## src/rtl/jt1943_romarb_pkg.sv

```systemverilog
// jt1943_romarb_pkg: FSM states, client indices and client count shared by the ROM arbiter
package jt1943_romarb_pkg;
  localparam int NCL     = 6;
  localparam int CL_CHAR = 0;
  localparam int CL_SCR1 = 1;
  localparam int CL_SCR2 = 2;
  localparam int CL_MAP1 = 3;
  localparam int CL_MAP2 = 4;
  localparam int CL_OBJ  = 5;
  typedef enum logic [1:0] {IDLE, REQ, WAIT, DONE} state_t;
endpackage

```

## src/rtl/jt1943_romarb_rr.sv

```systemverilog
// jt1943_romarb_rr: round-robin priority encoder, first request at or after ptr_i wins
module jt1943_romarb_rr #(
  parameter int NCL = jt1943_romarb_pkg::NCL,
  parameter int PW  = $clog2(NCL)
) (
  input  logic [NCL-1:0] req_i,
  input  logic [PW-1:0]  ptr_i,
  output logic [PW-1:0]  win_o,
  output logic           vld_o
);
  int s;
  logic [PW-1:0] idx;
  // scanning from the far end lets the candidate closest to ptr_i overwrite the rest
  always_comb begin
    win_o = '0;
    vld_o = 1'b0;
    s = 0;
    idx = '0;
    for (int k = NCL - 1; k >= 0; k--) begin
      s = int'(ptr_i) + k;
      idx = PW'(s >= NCL ? s - NCL : s);
      if (req_i[idx]) begin
        win_o = idx;
        vld_o = 1'b1;
      end
    end
  end
endmodule

```

## src/rtl/jt1943_romarb.sv

```systemverilog
// jt1943_romarb: round-robin share of one SDRAM read port among the six 1943 graphics ROM clients
// JT1943_ROMARB_CACHE_EN adds a one-entry per-client cache that skips SDRAM on an address hit
module jt1943_romarb #(
  parameter int AW   = 22,
  parameter int NCL  = jt1943_romarb_pkg::NCL,
  parameter int TOUT = 255
) (
  input  logic              clk,
  input  logic              rst_n,
  input  logic [NCL-1:0]    cl_req,
  input  logic [NCL*AW-1:0] cl_addr,
  output logic [NCL-1:0]    cl_ok,
  output logic [15:0]       cl_data,
  output logic              sdram_req,
  output logic [AW-1:0]     sdram_addr,
  input  logic              sdram_ack,
  input  logic              sdram_dst,
  input  logic [15:0]       sdram_dout,
  output logic              busy,
  output logic              tout_err
);
  import jt1943_romarb_pkg::*;
  localparam int PW = $clog2(NCL);
  localparam int CW = $clog2(TOUT + 1);
  state_t st_q, st_d;
  logic [PW-1:0] ptr_q, ptr_d, gnt_q, gnt_d, win, nxt;
  logic [CW-1:0] cnt_q, cnt_d;
  logic [AW-1:0] addr_q, addr_d;
  logic [AW-1:0] addr_arr [NCL];
  logic [NCL-1:0] ok_q, ok_d;
  logic [15:0] data_q, data_d, hit_data;
  logic req_q, req_d, err_q, err_d, vld, hit;
  for (genvar i = 0; i < NCL; i++) assign addr_arr[i] = cl_addr[i*AW +: AW];
  jt1943_romarb_rr #(.NCL(NCL), .PW(PW)) u_rr (
    .req_i(cl_req),
    .ptr_i(ptr_q),
    .win_o(win),
    .vld_o(vld)
  );
  assign nxt = (gnt_q == PW'(NCL - 1)) ? '0 : gnt_q + 1'b1;
`ifdef JT1943_ROMARB_CACHE_EN
  logic [NCL-1:0] cv_q;
  logic [AW-1:0] ctag_q [NCL];
  logic [15:0] cval_q [NCL];
  assign hit = cv_q[win] && ctag_q[win] == addr_arr[win];
  assign hit_data = cval_q[win];
  always_ff @(posedge clk or negedge rst_n)
    if (!rst_n) begin
      cv_q <= '0;
      for (int k = 0; k < NCL; k++) begin
        ctag_q[k] <= '0;
        cval_q[k] <= '0;
      end
    end else if (st_q == DONE) begin
      cv_q[gnt_q]   <= 1'b1;
      ctag_q[gnt_q] <= addr_q;
      cval_q[gnt_q] <= data_q;
    end
`else
  assign hit = 1'b0;
  assign hit_data = '0;
`endif
  always_comb begin
    st_d = st_q;
    ptr_d = ptr_q;
    gnt_d = gnt_q;
    cnt_d = cnt_q;
    req_d = req_q;
    addr_d = addr_q;
    ok_d = '0;
    data_d = data_q;
    err_d = err_q;
    case (st_q)
      IDLE: if (vld) begin
        gnt_d = win;
        addr_d = addr_arr[win];
        st_d = hit ? DONE : REQ;
        req_d = !hit;
        data_d = hit ? hit_data : data_q;
      end
      // ack and dst together skip WAIT with the data already captured
      REQ: if (sdram_ack) begin
        req_d = 1'b0;
        cnt_d = '0;
        st_d = sdram_dst ? DONE : WAIT;
        data_d = sdram_dst ? sdram_dout : data_q;
      end
      WAIT: begin
        cnt_d = cnt_q + 1'b1;
        if (sdram_dst) begin
          data_d = sdram_dout;
          st_d = DONE;
        end else if (cnt_q == CW'(TOUT - 1)) begin
          err_d = 1'b1;
          ptr_d = nxt;
          st_d = IDLE;
        end
      end
      DONE: begin
        ok_d[gnt_q] = cl_req[gnt_q];
        ptr_d = nxt;
        st_d = IDLE;
      end
    endcase
  end
  always_ff @(posedge clk or negedge rst_n)
    if (!rst_n) begin
      st_q <= IDLE;
      ptr_q <= '0;
      gnt_q <= '0;
      cnt_q <= '0;
      req_q <= 1'b0;
      addr_q <= '0;
      ok_q <= '0;
      data_q <= '0;
      err_q <= 1'b0;
    end else begin
      st_q <= st_d;
      ptr_q <= ptr_d;
      gnt_q <= gnt_d;
      cnt_q <= cnt_d;
      req_q <= req_d;
      addr_q <= addr_d;
      ok_q <= ok_d;
      data_q <= data_d;
      err_q <= err_d;
    end
  assign cl_ok = ok_q;
  assign cl_data = data_q;
  assign sdram_req = req_q;
  assign sdram_addr = addr_q;
  assign busy = st_q != IDLE;
  assign tout_err = err_q;
endmodule

```

## config.mk

```make
export PLATFORM = sky130hd
export DESIGN_NAME = jt1943_romarb
export DESIGN_NICKNAME = d
export VERILOG_FILES = /design/src/rtl/jt1943_romarb_pkg.sv /design/src/rtl/jt1943_romarb_rr.sv /design/src/rtl/jt1943_romarb.sv
export SDC_FILE = /design/constraint.sdc
export NUM_CORES = 1
export LEC_CHECK = 0
export CAP_MARGIN = 5
export CORE_ASPECT_RATIO = 1.25
export CORE_MARGIN = 10
export CORE_UTILIZATION = 45
export DETAILED_ROUTE_END_ITERATION = 12
export GPL_ROUTABILITY_DRIVEN = 0
export PLACE_DENSITY = 0.94
export SLEW_MARGIN = 20
export SYNTH_ARGS = -nofsm -noshare
export SYNTH_HDL_FRONTEND = slang
export SYNTH_HIERARCHICAL = 1
export SYNTH_SLANG_ARGS = --single-unit
```

## constraint.sdc

```tcl
create_clock -name clk -period 10.8 [get_ports clk]
set_input_delay 1.08 -clock clk [delete_from_list [all_inputs] [get_ports clk]]
set_output_delay 1.08 -clock clk [all_outputs]
set_load 0.02 [all_outputs]
```

---- Word-level counts from Yosys, hierarchy flattened ----
Cells that the tools add are included.
Widths: inputs -> output; s select.
storage, ports and cells
  bits in registers ....................... 62
  bits of input ports ..................... 158
  output and inout port bits .............. 47
  logic and storage cells ................. 118
operators by class
  $add $sub $neg .......................... 13
  magnitude comparators ................... 15
  equal/unequal tests ..................... 10
  mux-type cells .......................... 56
  bitwise gates (word level) .............. 3
  reduce and logical (&&, ||, !) cells .... 12
operators with widths
  cell                 number
  $bmux 22 s3          1
  $mux 3               15
  $mux 22              2
  $mux 16              2
  $pmux 16 s2          1
  $lt 3x4->1 const B   7
  $bmux 1 s3           7
  $ge 4x3->1 const B   5
  $mux 1               17
  $pmux 8 s2           1
  $sub 3x2->3 const B  5
  $reduce_and 3->1     4
  $add 3x2->4 const B  2
  $add 3x3->4 const B  2
  $add 8x1->8 const B  1
  $eq 8x8->1 const B   1
  $mux 2               4
  $mux 8               1
  $pmux 2 s4           1
  $reduce_bool 2->1    4
  $and 6x6->6          1
  $mux 6               1
  $ne 2x2->1 const B   3
  $pmux 3 s2           1
  other kinds (18)     20

---- Depth between registers and ports, before layout ----
  depth in word-level cells ............... 15
  mapped depth ............................ 16

---- By module ----
Netlist, hierarchy kept.
by module, submodules not included
  module            instances  cells each  area each (µm²)
  jt1943_romarb     1          286         3528.4
  jt1943_romarb_rr  1          124         977.2

---- Least setup slack after synthesis ----
OpenSTA, ideal clock, no wires.
  kind .................................... input to register
  start ................................... input port cl_req[2]
  end ..................................... register addr_q[10], in the netlist sdram_addr[10]
  library setup time ...................... 126 ps
  data arrival time ....................... 3488 ps
  data required time ...................... 10674 ps
  slack ................................... 7186 ps
  stages on the path ...................... 11
  path buffers ............................ 2
  cell sequence ........................... mux2i_2 mux2i_2 a311oi_4 nand2_2 o311a_1 o22ai_1 buf_6 buf_6 mux4_2 a22oi_1 a21oi_1
on the way
  longest elaborated chain between the ends .. 12
RTL lines
  what                                             line                    RTL
  start, declared                                  jt1943_romarb.sv:10     input logic [NCL-1:0] cl_req,
  $bmux 1 s3                                       jt1943_romarb_rr.sv:22  if (req_i[idx]) begin
  $mux 1 (implied by the code)                     jt1943_romarb_rr.sv:22
  $mux 3 (5 in series)                             jt1943_romarb_rr.sv:22
  $mux 3 (*)                                       jt1943_romarb_rr.sv:22
  net win[0]                                       jt1943_romarb.sv:26     logic [PW-1:0] ptr_q, ptr_d, gnt_q, gnt_d, win, nxt;
  $not 3->4 (implied by the code) (*)              jt1943_romarb.sv:76     addr_d = addr_arr[win];
  $bmux 22 s3 (*)                                  jt1943_romarb.sv:76
  $mux 22 (implied by the code) (*) (2 in series)  jt1943_romarb.sv:76
  end signal, assigned                             jt1943_romarb.sv:123    addr_q <= addr_d;
  end, declared                                    jt1943_romarb.sv:28     logic [AW-1:0] addr_q, addr_d;
Mark *: on every way through the listed nets, which the timed path passes. The rest lies on a longest branch. The select of a mux whose other input is x is not followed.
A chain may end at the register's enable or synchronous reset.

---- Final worst setup path ----
  start ................................... register ptr_q[0]
  end ..................................... register addr_q[1], in the netlist sdram_addr[1]
on the way
  longest elaborated chain between the ends .. 15
RTL lines
  what                                              line                    RTL
  start, declared                                   jt1943_romarb.sv:26
  start signal, assigned                            jt1943_romarb.sv:119    ptr_q <= ptr_d;
  $add 3x3->4                                       jt1943_romarb_rr.sv:20  s = int'(ptr_i) + k;
  $ge 4x3->1 / $sub 3x2->3 (equally long branches)  jt1943_romarb_rr.sv:21  idx = PW'(s >= NCL ? s - NCL : s);
  $mux 3                                            jt1943_romarb_rr.sv:21
  $bmux 1 s3                                        jt1943_romarb_rr.sv:22
  $mux 1 (implied by the code)                      jt1943_romarb_rr.sv:22
  $mux 3 (5 in series)                              jt1943_romarb_rr.sv:22
  $mux 3 (*)                                        jt1943_romarb_rr.sv:22
  net win[2]                                        jt1943_romarb.sv:26
  $not 3->4 (implied by the code) (*)               jt1943_romarb.sv:76
  $bmux 22 s3 (*)                                   jt1943_romarb.sv:76
  $mux 22 (implied by the code) (*) (2 in series)   jt1943_romarb.sv:76
Marked as above.

==> impl_results.md <==
* Die Wd at 110 um
* Crit share post-route at 0.493
* Rows at 40
* Drt total wl at 16.4 mm
* ANT cells at 0
* Number of port buffers at 204
* P_sw at 1110 uW
* Finished Core Util at 0.704
* Comb power frac at 0.725
* Cell area after synthesis at 4510 um2
* Largest family of logic cells by synthesized area: multiplexers
* Clk_lat worst skew at 0.33 ns
* Post-Synth Adder-Cell Area at 0.0305
* Vias in the first global route at 4543
* Total grt overflow at 0
* Final setup TNS at 0 ns
* Chip height at 132 um
* Simple-Gate Fraction of Synth Area at 0.125
* Status: complete, no violations
* Max-Cap Viols at 0
* VDD IR max at 204 uV
* HP Class: reg -> reg
* Cells after Synth at 410
* Setup violations, final at 0
* Largest fanout on the critical path at 23
* Clk sinks at 62
* Post-synth EDFFs at 0
* Multiplexer share of the synthesized area at 0.265
* Wire per inst at 22.5 um
* Most frequent cells in the layout: clkdlybuf4s50_1 (203), dfrtp_1 (62), nor2_1 (43), mux2_2 (34), a21oi_1 (28)
* Initial Utilization at 0.464
* Synth async-reset ratio at 1.00
* Hold_ws at 0.459 ns
* First-pass GRT wire length at 25.0 mm
* Fin. Hold Viols at 0
* Post-Synth XOR/XNOR Area at 0.0214
* Root Buffer: clkbuf_16
* Post-synth net total at 579
* CP startpoint kind: register
* RSZ-0062 raised after global routing: no
* Top FF cell, synth: dfrtp_1
* Synth Area per Inst at 11.0 um2
* Critical Path Sink Type: register
* Flop pwr share at 0.169
* Switching Fraction at 0.443
* # IOs at 205
* Syn. warnings at 6
* # DRC at 0
* CP arrival at 5.56 ns
* Relative slew margins at 0.314
* CTS resizes at 0
* Core Box Area at 9710 um2
* Clk pwr share at 0.106
* Cell Count, Final, Fillers Out at 730
* DRT Pass-1 Iters at 5
* Total track usage at 0.219
* Cts hold-fix bufs at 0
* HPWL Detailed at 13.1 mm
* Initial antenna violation count at 0
* Max Buffers Root-to-Sink at 2
* DR vias/cell at 5.79
* Synth Register Bits at 62
* Antenna-violating nets left at 0
* Compound-gate portion of the synthesized area at 0.151
* Register area share after synthesis at 0.344
* Max Freq at 188 MHz
* Yosys cell types at 71
* Die area at 14400 um2
* CTS tree: yes
* Pwr Density at 366 nW/um2
* Starting DRT DRC Count at 277
* WP data required at 11.04 ns
* CP Class: reg -> reg
* # Post-CTS Setup Buffers at 0
* Largest net degree at the start of global routing at 63
* Worst Skew at 0.0100 ns
* Final min period at 5.32 ns
* H-tree depth at 3
* Layout cells sized above 1 at 0.169
* Commonest non-fill, non-tap cell in the layout: clkdlybuf4s50_1
* Final nets at 770
* Clock-pin slew on the worst setup and hold paths at 0.05 ns
* Placed cells at 715
* TritonCTS Buffers at 9
* Internal power at 1390 uW
* Via count at 4229
* Worst-margin pin slew at 1.03 ns
* Fillers at 690
* Pleak at 0.00278 uW
* Area grow syn2layout at 51.6%
* Slew Viols, Final at 0
[power by group through the flow]
| stage | registers, uW | clock network (uW) | logic [uW] |
|---|---|---|---|
| after floorplan | 481 | 0 | 1300 |
| after global placement | 413 | 0 | 1720 |
| after detailed placement | 423 | 0 | 1780 |
| after CTS | 421 | 266 | 1790 |
| after global routing | 439 | 280 | 1940 |
| final | 423 | 265 | 1810 |
[final cells by class]
type                    count  area, um2  share of cell area
repair buffers            208       2090               0.305
multi-input cells         304       2700               0.395
flip-flops and latches     62       1550               0.227
well taps                 126        158              0.0231
clock inverters             1       5.00            0.000733
inverters                  16       60.1             0.00879
clock buffers              13        270              0.0396
[registers in the layout, summed over array words and instances, names as in the netlist]
signal / cells
cl_data: 16
cl_ok: 6
cnt_q: 8
gnt_q: 3
ptr_q: 3
sdram_addr: 22
sdram_req: 1
st_q: 2
tout_err: 1
[per-stage QoR]
step / cell area (um2) / setup slack (ns) / total power [uW]
after global routing: 6830 / 5.11 / 2660
after CTS: 6800 / 5.54 / 2480
final: 6830 / 5.48 / 2500
after detailed placement: 6530 / 5.61 / 2210
after global placement: 6530 / 5.80 / 2140
after floorplan: 4510 / 7.19 / 1780
[critical path: stages, from the launching register on]
cell	delay, ns
dfrtp_1	0.89
inv_1	0.29
ha_1	0.65
inv_1	0.21
a21o_1	0.22
a221oi_1	0.35
a31o_2	0.20
a2111oi_0	0.10
o31ai_1	0.38
inv_1	0.54
nor2_2	0.97
a22oi_1	0.18
a21oi_1	0.23
[cell families after synthesis]
family,Yosys count
compound gates,96
xor+xnor,11
fa+ha+maj,11
buf+inv,44
flops,62
mux,76
simple gates,110
[final timing paths]
path	slack (ns)	endpoint	cells past startpoint	startpoint
setup / recovery	5.48	sdram_addr[1]	12	ptr_q[0]
min in group asynchronous	0.92	cl_ok[3]	2	rst_n
hold reg to reg	0.46	tout_err	1	tout_err
setup reg to reg	5.48	sdram_addr[1]	12	ptr_q[0]
hold / removal	0.46	tout_err	1	tout_err
max in group asynchronous	9.36	sdram_addr[19]	2	rst_n
[synth_stat cells, types with 2 or more instances]
| library cell | instances | area share |
|---|---|---|
| dfrtp_1 | 62 | 0.34 |
| nor2_1 | 44 | 0.037 |
| mux2_2 | 34 | 0.085 |
| a21oi_1 | 28 | 0.031 |
| a22oi_1 | 22 | 0.037 |
| mux4_2 | 18 | 0.090 |
| inv_1 | 16 | 0.013 |
| nand2_1 | 14 | 0.012 |
| ha_1 | 11 | 0.031 |
| mux2_4 | 10 | 0.033 |
| o21ai_0 | 10 | 0.011 |
| buf_6 | 7 | 0.017 |
| clkbuf_1 | 7 | 0.0058 |
| nor3_1 | 7 | 0.0078 |
| a21o_1 | 6 | 0.010 |
| buf_2 | 6 | 0.0067 |
| nand4_1 | 6 | 0.0083 |
| xnor2_1 | 6 | 0.012 |
| a211oi_1 | 5 | 0.0083 |
| mux4_1 | 5 | 0.029 |
| nand3_1 | 5 | 0.0056 |
| xor2_1 | 5 | 0.0097 |
| and3_1 | 4 | 0.0056 |
| buf_4 | 4 | 0.0067 |
| mux2i_1 | 4 | 0.0089 |
| nand2b_1 | 4 | 0.0056 |
| nor2b_1 | 4 | 0.0056 |
| or3_1 | 4 | 0.0056 |
| o31ai_1 | 3 | 0.0050 |
| a2111oi_0 | 2 | 0.0039 |
| and2_1 | 2 | 0.0028 |
| buf_12 | 2 | 0.0089 |
| mux2i_2 | 2 | 0.0061 |
| mux2i_4 | 2 | 0.010 |
| nand4b_1 | 2 | 0.0039 |
| o21bai_1 | 2 | 0.0033 |
[layer usage]
| metal | track usage | wire length [um] |
|---|---|---|
| met4 | 0.0826 | 534 |
| met2 | 0.396 | 8530 |
| met5 | 0 | 0 |
| met3 | 0.0587 | 1590 |
| met1 | 0.231 | 5730 |
Power figures use the tool's default switching activity.
